**config.mk**
```make
export PLATFORM = sky130hd
export DESIGN_NAME = alu_arbiter_flat
export DESIGN_NICKNAME = d
export VERILOG_FILES = /design/src/rtl/alu_arbiter_if.sv /design/src/rtl/alu_arbiter.sv /design/src/flat_wrapper.sv
export SDC_FILE = /design/constraint.sdc
export NUM_CORES = 1
export LEC_CHECK = 0
export CAP_MARGIN = 25
export CORE_MARGIN = 3
export CORE_UTILIZATION = 30
export DETAILED_ROUTE_END_ITERATION = 10
export PLACE_DENSITY_LB_ADDON = 0.15
export SLEW_MARGIN = 20
export SYNTH_ARGS = -nofsm -noshare
export SYNTH_HDL_FRONTEND = slang
export SYNTH_SLANG_ARGS = --single-unit
```
**constraint.sdc**
```tcl
create_clock -name clk -period 2 [get_ports clk]
set_input_delay 0.3 -clock clk [delete_from_list [all_inputs] [get_ports clk]]
set_output_delay 0.3 -clock clk [all_outputs]
set_load 0.01 [all_outputs]
```
**src/rtl/alu_arbiter_if.sv**
```systemverilog
// Request/response bundle between the two ALU requesters and the shared issue stage.
// Bit i of each 2-bit vector, and slice i of each packed operand bus, belong to requester i.
interface alu_arbiter_if #(
  parameter int WIDTH = 32,
  parameter int OPW   = 4
);
  logic [1:0]         req_valid;
  logic [1:0]         req_ready;
  logic [2*WIDTH-1:0] req_a;
  logic [2*WIDTH-1:0] req_b;
  logic [2*OPW-1:0]   req_op;
  logic [1:0]         rsp_valid;
  logic [1:0]         rsp_ready;
  logic [WIDTH-1:0]   rsp_q;
  logic               rsp_err;

  modport master (
    output req_valid, req_a, req_b, req_op, rsp_ready,
    input  req_ready, rsp_valid, rsp_q, rsp_err
  );

  modport slave (
    input  req_valid, req_a, req_b, req_op, rsp_ready,
    output req_ready, rsp_valid, rsp_q, rsp_err
  );
endinterface

```
**src/rtl/alu_arbiter.sv**
```systemverilog
// Round-robin share of the execute-stage ALU between the integer pipe (0) and the
// address/branch helper (1); one issue register, result routed back to its owner.
module alu_arbiter #(
  parameter int WIDTH  = 32,
  parameter int OPW    = 4,
  parameter int MAX_OP = 9
) (
  input  logic             clk,
  input  logic             rst,
  alu_arbiter_if.slave     bus,
  output logic [WIDTH-1:0] alu_a,
  output logic [WIDTH-1:0] alu_b,
  output logic [OPW-1:0]   alu_op,
  input  logic [WIDTH-1:0] alu_q,
  output logic             busy
);
  localparam logic [OPW-1:0] MAX_OP_V = OPW'(MAX_OP);

  logic             occ;
  logic             owner;
  logic             err;
  logic             last_grant;
  logic             drain;
  logic             free;
  logic             accept;
  logic             grant;
  logic [WIDTH-1:0] a_g;
  logic [WIDTH-1:0] b_g;
  logic [OPW-1:0]   op_g;

  always_comb begin
    drain = occ & bus.rsp_ready[owner];
    free  = ~occ | drain;
    grant = 1'b0;
    case (bus.req_valid)
      2'b10:   grant = 1'b1;
      2'b11:   grant = ~last_grant;
      default: grant = 1'b0;
    endcase
    // Reset gating keeps req_ready low while rst is held, even if a requester is valid.
    accept = free & (|bus.req_valid) & ~rst;
    a_g    = grant ? bus.req_a[2*WIDTH-1:WIDTH] : bus.req_a[WIDTH-1:0];
    b_g    = grant ? bus.req_b[2*WIDTH-1:WIDTH] : bus.req_b[WIDTH-1:0];
    op_g   = grant ? bus.req_op[2*OPW-1:OPW]    : bus.req_op[OPW-1:0];
  end

  always_ff @(posedge clk or posedge rst) begin
    if (rst) begin
      occ        <= 1'b0;
      owner      <= 1'b0;
      err        <= 1'b0;
      last_grant <= 1'b1;
      alu_a      <= '0;
      alu_b      <= '0;
      alu_op     <= '0;
    end else if (accept) begin
      occ        <= 1'b1;
      owner      <= grant;
      last_grant <= grant;
      err        <= (op_g > MAX_OP_V);
      alu_a      <= a_g;
      alu_b      <= b_g;
      alu_op     <= op_g;
    end else if (drain) begin
      // Issue registers deliberately keep their values so the ALU inputs stay quiet.
      occ <= 1'b0;
    end
  end

  assign bus.req_ready = {accept & grant, accept & ~grant};
  assign bus.rsp_valid = {occ & owner, occ & ~owner};
  assign bus.rsp_q     = (occ & ~err) ? alu_q : '0;
  assign bus.rsp_err   = occ & err;
  assign busy          = occ;
endmodule

```
**src/flat_wrapper.sv**
```systemverilog
// flat-port wrapper written by rule: the top's interface ports become plain ports
module alu_arbiter_flat 
#(
  parameter int WIDTH  = 32,
  parameter int OPW    = 4,
  parameter int MAX_OP = 9
)
  (clk, rst, alu_a, alu_b, alu_op, alu_q, busy, bus_req_valid, bus_req_a, bus_req_b, bus_req_op, bus_rsp_ready, bus_req_ready, bus_rsp_valid, bus_rsp_q, bus_rsp_err);
  alu_arbiter_if #(.WIDTH(WIDTH), .OPW(OPW)) bus_i ();
  input  logic clk;
  input  logic rst;
  output logic [WIDTH-1:0] alu_a;
  output logic [WIDTH-1:0] alu_b;
  output logic [OPW-1:0] alu_op;
  input  logic [WIDTH-1:0] alu_q;
  output logic busy;
  input wire logic [$bits(bus_i.req_valid)-1:0] bus_req_valid;
  input wire logic [$bits(bus_i.req_a)-1:0] bus_req_a;
  input wire logic [$bits(bus_i.req_b)-1:0] bus_req_b;
  input wire logic [$bits(bus_i.req_op)-1:0] bus_req_op;
  input wire logic [$bits(bus_i.rsp_ready)-1:0] bus_rsp_ready;
  output wire logic [$bits(bus_i.req_ready)-1:0] bus_req_ready;
  output wire logic [$bits(bus_i.rsp_valid)-1:0] bus_rsp_valid;
  output wire logic [$bits(bus_i.rsp_q)-1:0] bus_rsp_q;
  output wire logic [$bits(bus_i.rsp_err)-1:0] bus_rsp_err;
  assign bus_i.req_valid = bus_req_valid;
  assign bus_i.req_a = bus_req_a;
  assign bus_i.req_b = bus_req_b;
  assign bus_i.req_op = bus_req_op;
  assign bus_i.rsp_ready = bus_rsp_ready;
  assign bus_req_ready = bus_i.req_ready;
  assign bus_rsp_valid = bus_i.rsp_valid;
  assign bus_rsp_q = bus_i.rsp_q;
  assign bus_rsp_err = bus_i.rsp_err;
  alu_arbiter #(.WIDTH(WIDTH), .OPW(OPW), .MAX_OP(MAX_OP)) u_core (.clk(clk), .rst(rst), .bus(bus_i), .alu_a(alu_a), .alu_b(alu_b), .alu_op(alu_op), .alu_q(alu_q), .busy(busy));
endmodule
```
Word-level counts from Yosys, hierarchy flattened:

Cells that the tools add are included.

* eq/ne operators: 2
* bitwise operators: 16
* multiplexer cells: 9
* reductions and logical operators: 2
* order comparisons: 2

Operator list (number)
* 2-to-1 mux 32 bit: 3
* AND 1 bit: 9
* NOT 1 bit: 6
* == test 2 bit (second input constant): 2
* greater-than comparator 4 bit (second input constant): 1
* 2-to-1 mux 1 bit: 4
* 2-to-1 mux 4 bit: 1
* less-than comparator 1 x 2 -> 1 bit (second input constant): 1
* one-hot mux 1 bit (2 select lines): 1
* nonzero test 2 bit: 1
* OR reduction 2 bit: 1
* bitwise OR 1 bit: 1

* register bits after elaboration: 72
* output and inout port bits: 106
* logic and storage cells: 38
* input bits: 174

Logic depth before layout (Yosys ltp):

Gate-level depths: netlist of the first run.

* depth in word-level cells: 7
* depth in mapped cells: 6
* depth with buffers taken out: 4

Worst setup path after synthesis of the first run:

Ideal clock, no wire load.

* path type: register -> output
* from: reg u_core.owner
* to: out bus_req_ready[0]
* cell stages (with the launch flop): 6
* buffers on the path: 2
* data required time: 1700 ps
* slack: 455 ps
* data arrival time: 1245 ps
* cell sequence: dfrtp_1 mux2i_1 a21o_2 buf_6 buf_2 nor2_1

* word-level cells in the longest chain between the ends: 7

RTL lines
* start: declaration: line alu_arbiter.sv:20 `logic owner;`
* start signal: assignment: line alu_arbiter.sv:58 `owner <= grant;`
* 2-to-1 mux 1 bit (not written as such) (2 in series): line alu_arbiter.sv:32 `drain = occ & bus.rsp_ready[owner];`
* AND 1 bit: line alu_arbiter.sv:32
* bitwise OR 1 bit: line alu_arbiter.sv:33 `free = ~occ | drain;`
* AND 1 bit (2 in series): line alu_arbiter.sv:41 `accept = free & (|bus.req_valid) & ~rst;`
* AND 1 bit: line alu_arbiter.sv:70 `assign bus.req_ready = {accept & grant, accept & ~grant};`
* end: declaration: line flat_wrapper.sv:22 `output wire logic [$bits(bus_i.req_ready)-1:0] bus_req_ready;`

Every way passes these cells. The select of a mux whose other input is x is not followed.

Final worst setup path of the first run:

* from: reg u_core.occ, in the netlist u_core.busy
* to: out bus_rsp_q[12]

* word-level cells in the longest chain between the ends: 2

RTL lines
* start: declaration: line alu_arbiter.sv:19 `logic occ;`
* start signal: assignment: line alu_arbiter.sv:49 `occ <= 1'b0;`
* start signal: assignment: line alu_arbiter.sv:57 `occ <= 1'b1;`
* start signal: assignment: line alu_arbiter.sv:66 `occ <= 1'b0;`
* AND 1 bit: line alu_arbiter.sv:72 `assign bus.rsp_q = (occ & ~err) ? alu_q : '0;`
* 2-to-1 mux 32 bit: line alu_arbiter.sv:72
* end: declaration: line flat_wrapper.sv:24 `output wire logic [$bits(bus_i.rsp_q)-1:0] bus_rsp_q;`

Every way passes these cells.

==> flow_summary.yaml, run 1 <==
outcome:
  status: "complete, no violations"
clocking:
  cts-root-buf: "clkbuf_16"
  htree_levels: 3
  cts_sinks: 72
  numCtsBuffers: 9
  clk_pin_slew_ps: 60
  cts_tree: "built"
  cts_hold_buf: 0
  clockBufferDepth: 2
  worstSkewPairLatency_ps: 330
synthesis:
  synthTopCellsByArea: "dfrtp_1 50%, mux2i_1 20%, o21ai_0 9.2%"
  yosysTopAreaCell: "dfrtp_1"
  synth_nets: 525
  synthArstFlopShare_pct: 100
  yosys.cell_types.count: 21
  synth-seq-cells: 72
  syn_area_um2: 3540
  yosys-top-cells-count: "71 x dfrtp_1, 70 x nand2_1, 69 x mux2i_1, 65 x o21ai_0, 34 x and2_1"
  ys.flop_type: "dfrtp_1"
  yosysWarnings: 0
  synth_top_area_share_pct: 50.2
  syn_avg_cell_area_um2: 10.1
  synth.most_common_cell: "dfrtp_1"
  ys_seq_area_share_pct: 50.9
  synth_edf_count: 0
  syn_inst: 351
worst_setup_path:
  worstSetupEndpointType: "output pin"
  cp_slowest_stage_delay_ps: 390
  required_ps: 1700
  path_cells: "nor2b_4, buf_4, bufbuf_16, and2_1, clkdlybuf4s15_1"
  critPathSlowestCell: "dfrtp_1"
  startpoint_type: "register"
  crit_type: "register to output pin"
  reg2reg_to: "u_core.alu_a[25]"
  worstPathMaxFanout: 16
  reg2regPathDepth: 4
  ff2ff_setup_slack_ps: 220
  path_buf_inv: 3
  worst_ep_arrival_time_ps: 1640
  r2r_start: "u_core.owner"
  path_delay_family: "buffers and inverters"
floorplan:
  initial_core_util_pct: 30.9
  core-area_um2: 11500
  num_rows: 39
  fp.dieW_um: 115
  die_h_um: 115
  io-pin-count: 280
  die-area_um2: 13100
sta:
  clock_skew_ps: 5.11
  post-route-period-util_pct: 96.8
  timing.slew.headroom_pct: 58.9
  grt_setup_unrepaired: "false"
  setup_slack_ps: 65.0
  drv_slew: 0
  final_hold_viol_count: 0
  setup_tns_ps: 0
  setup_violations: 0
  post-route-min-period_ps: 1940
  tightest_slew_ps: 617
  fmax_mhz: 517
power:
  vdd_drop_max_uv: 428
  p_per_area_nw_per_um2: 855
  leakagePower_nw: 3.17
final_layout:
  syn_to_final_growth_pct: 92.4
  instances_no_fill: 781
  drive_gt1_share_pct: 7.99
  nets: 807
  n_antenna_cell: 0
  final_util_pct: 59.4
  finalInstanceArea_um2: 6810
global_route:
  grt_pass1_wl_um: 18900
  grt_pass1_vias: 3562
  overflow: 0
  grt_max_degree: 77
  antenna_found_initial: 0
  grt_util_all_layers_pct: 18.4
route:
  drtAntennaViolNets: 0
  drtIter0Drc: 89
  dr.pass1.iters: 4
  routed_wl_um: 12400
  vias_per_cell: 4.48
  wire_per_inst_um: 15.9
  via_count: 3501
  drc: 0
placed_design:
  place_congestion: 0.736
  place_area_um2: 6540
  dp.cells: 761
  post-dp-hpwl_um: 9810
  place_ws_ps: -232
  port_buffers: 279
run:
  maxCapViolCount: 0
hold_path:
  hp-class: "primary input to asynchronous set/reset pin"
==> flip-flops by register name, indices dropped and copies added (netlist names) <==
name               flops
u_core.busy            1
u_core.alu_a          32
u_core.alu_op          4
u_core.owner           1
u_core.last_grant      1
u_core.alu_b          32
u_core.err             1
==> layout by cell type, fill, tap and decap left out, drive strengths merged <==
cell type,instances
and2,34
dfrtp,71
dfstp,1
dlymetal6s2s,10
clkdlybuf4s50,243
clkinvlp,2
nand2,70
o21bai,1
a21boi,1
clkbuf,26
nor2b,3
a22o,1
clkinv,2
clkdlybuf4s15,4
o21ai,67
bufbuf,1
nor2,2
dlygate4sd2,9
a21o,4
buf,17
mux2i,69
==> where the power goes <==
part,total (mW),switching (mW),internal (mW)
Sequential,2.03,0.204,1.82
Clock,1.45,0.581,0.870
Combinational,2.35,0.961,1.39
Total,5.83,1.75,4.08
==> worst max-delay path by stage <==
stage,start,endpoint,slack [ps],cells past startpoint
after floorplan,u_core.owner,bus_req_ready[0],460,5
after global routing,u_core.err,bus_rsp_q[6],0.4,5
final,u_core.busy,bus_rsp_q[12],60,5
after CTS,u_core.busy,bus_rsp_q[20],0.7,5
after detailed placement,rst,bus_req_ready[0],-230,5
after global placement,rst,bus_req_ready[0],-230,5
==> layer usage <==
| layer | global-route usage (%) | wire (um) | vias to the layer above | part of all wire [%] |
|---|---|---|---|---|
| li1 | - | - | 1749 | - |
| met1 | 20.2 | 4470 | 1570 | 36 |
| met2 | 32.6 | 6320 | 169 | 51 |
| met3 | 7.72 | 1440 | 13 | 12 |
| met4 | 4.91 | 161 | 0 | 1.3 |
| met5 | 0 | 0 | - | 0 |
==> what timing repair did <==
action / 4_1_cts / 5_1_grt
resized for setup: 41 / 27
cloned: 1 / 0
setup buffers: 3 / 0
endpoints found under the setup margin: 34 / 25
pin swaps: 0 / 0
==> through the flow <==
step	hold slack (ps)	power, mW
after detailed placement	469	4.44
after floorplan	444	2.91
after CTS	447	5.96
after global placement	462	4.40
after global routing	487	6.20
final	447	5.83
==> tightest hold or removal path, delay by kind of cell <==
family,cells,cell delay (ps)
buffers and inverters,3,840
==> final cells by class <==
cell class,instances,area (um^2)
timing repair buffer,297,2940
tap,143,179
sequential,72,1800
multi-input combinational,252,1620
clock buffer,13,250
clock inverter,3,17.5
inverter,1,7.51
fill,991,4650
==> cells by family after synthesis <==
logic type      after synthesis  share of synthesized area (%)
buf+inv                      27                           4.10
mux                          69                           19.5
compound gates               74                           11.0
flops                        72                           50.9
simple gates                109                           14.5
(Power assumes the default switching activity.)
==> run 2, diff against run 1 <==
--- a/config.mk
+++ b/config.mk
@@ -6,4 +6,5 @@
 export NUM_CORES = 1
 export LEC_CHECK = 0
+export ABC_CLOCK_PERIOD_IN_PS = 2000
 export CAP_MARGIN = 25
 export CORE_MARGIN = 3
==> constraint.sdc (replaced) <==
create_clock -name clk -period 2 [get_ports clk]
set_input_delay 0.3 -clock clk [delete_from_list [all_inputs] [get_ports clk]]
set_output_delay 0.3 -clock clk [all_outputs]
set_load 0.005 [all_outputs]
==> run 2 against run 1 <==
  * Global-route usage fell by 0.58 points
  * Register-to-register slack improved by 30 ps
  * Sequential power barely moved
  * Total power fell by 3.0%
  * Maximum frequency rose by 1.6%
  * Setup slack improved by 31 ps
  * Via count rose by 0.43%
  * Critical path type is now primary input to output pin
  * Critical endpoint is now bus_req_ready[1]
  * Largest power group unchanged
==> flow_summary.yaml, run 2 (synthesized netlist as in run 1, its figures left out) <==
placed_design:
  post-dp-hpwl_um: 9800
  port_buffers: 279
  place_congestion: 0.753
power:
  total_power_mw: 5.65
  vdd_drop_max_uv: 462
  p_per_area_nw_per_um2: 823
  leakagePower_nw: 3.22
worst_setup_path:
  r2r_start: "u_core.owner"
  ff2ff_setup_slack_ps: 250
  reg2reg_to: "u_core.alu_a[9]"
  crit_type: "primary input to output pin"
  worst_ep_arrival_time_ps: 1600
  worstPathMaxFanout: 5
  required_ps: 1700
  reg2regPathDepth: 4
  worstSetupEndpointType: "output pin"
  startpoint_type: "primary input"
floorplan:
  io-pin-count: 280
  core-area_um2: 11500
  num_rows: 39
  initial_core_util_pct: 30.9
  die_h_um: 115
  fp.dieW_um: 115
  die-area_um2: 13100
final_layout:
  multi_input_area_um2: 1630
  layout_commonest_cell: "clkdlybuf4s50_1"
  regArea_um2: 1800
  layout_common_cells: "245 x clkdlybuf4s50_1, 71 x dfrtp_1, 70 x nand2_1, 69 x mux2i_1, 65 x o21ai_0"
  final_util_pct: 59.9
  nets: 808
  syn_to_final_growth_pct: 93.9
  reg_top3: "u_core.alu_a x32, u_core.alu_b x32, u_core.alu_op x4"
  fill_cells: 1052
  drive_gt1_share_pct: 6.58
  n_antenna_cell: 0
sta:
  final_hold_viol_count: 0
  timing.slew.headroom_pct: 60.8
  clock_skew_ps: 6.10
  fmax_mhz: 525
  grt_setup_unrepaired: "false"
  post-route-period-util_pct: 95.2
  tightest_slew_ps: 589
  post-route-min-period_ps: 1900
  setup_violations: 0
  drv_slew: 0
outcome:
  status: "complete, no violations"
route:
  wire_per_inst_um: 16.0
  routed_wl_um: 12500
  drtAntennaViolNets: 0
  drtIter0Drc: 107
  dr.pass1.iters: 5
  via_count: 3516
  vias_per_cell: 4.50
  drc: 0
global_route:
  overflow: 0
  grt_util_all_layers_pct: 17.8
  antenna_found_initial: 0
  grt_pass1_vias: 3580
  grt_max_degree: 73
  grt_pass1_wl_um: 18300
clocking:
  clk_pin_slew_ps: 60
  cts_sinks: 72
  cts-root-buf: "clkbuf_16"
  cts_tree: "built"
  cts_hold_buf: 0
  htree_levels: 3
  worstSkewPairLatency_ps: 320
  numCtsBuffers: 9
  clockBufferDepth: 2
hold_path:
  hp-class: "primary input to asynchronous set/reset pin"
run:
  maxCapViolCount: 0
-- run 2: cell types whose count changed in the layout (fill, tap and decap cells not counted), sizes merged --
cell           delta
clkdlybuf4s15     -4
buf               +1
clkinvlp          -1
bufbuf            -1
clkdlybuf4s50     +2
clkbuf           -13
dlygate4sd2      +15
clkinv            +1
-- run 2: how the worst max path moves through the flow --
stage / cells after the start / from / to
6_report: 5 / rst / bus_req_ready[1]
5_1_grt: 5 / rst / bus_req_ready[0]
4_1_cts: 4 / u_core.err / bus_rsp_q[5]
3_5_place_dp: 5 / rst / bus_req_ready[0]
3_3_place_gp: 5 / rst / bus_req_ready[0]
2_1_floorplan: 5 / u_core.owner / bus_req_ready[0]
-- run 2: layer usage --
metal  share of wire (%)  vias up  GRT usage [%]
met2                  51      169           32.1
met5                   0        -              0
met1                  37     1579           19.2
met3                  11       12           7.24
met4                 1.2        0           4.75
li1                    -     1756              -
-- run 2: layout make-up --
type                    count  share of cell area, %
clock buffers              12                   3.59
clock inverters             3                  0.273
inverters                   1                  0.109
multi-input cells         252                   23.7
flip-flops and latches     72                   26.3
well taps                 143                   2.61
repair buffers            298                   43.5
-- run 2: timing repair --
action                                  4_1_cts  5_1_grt
setup buffers                                 1        2
pin swaps                                     0        0
gates resized for setup                      29       10
endpoints found under the setup margin       34       10
cloned                                        0        1
-- run 2: power by group --
| group | switching [mW] | leakage [nW] | total, mW | internal, mW |
|---|---|---|---|---|
| logic | 0.796 | 2.20 | 2.19 | 1.39 |
| clock network | 0.577 | 0.132 | 1.44 | 0.865 |
| registers | 0.197 | 0.886 | 2.02 | 1.82 |
-- run 2: critical path, cell delays in order --
cell             delay [ps]
clkdlybuf4s50_1         450
o21bai_1                220
a21o_4                  220
nor2b_2                 130
dlygate4sd2_1           270
-- run 2: per-stage QoR --
step	std cells	setup slack, ps	cell area [um^2]	setup TNS (ps)	hold slack [ps]
after floorplan	351	517	3540	0	444
after global placement	762	-187	6540	-2610	461
after detailed placement	762	-187	6540	-3280	469
after CTS	778	-22.9	6800	-29.3	478
after global routing	781	24.9	6870	0	486
final	781	96.1	6870	0	437
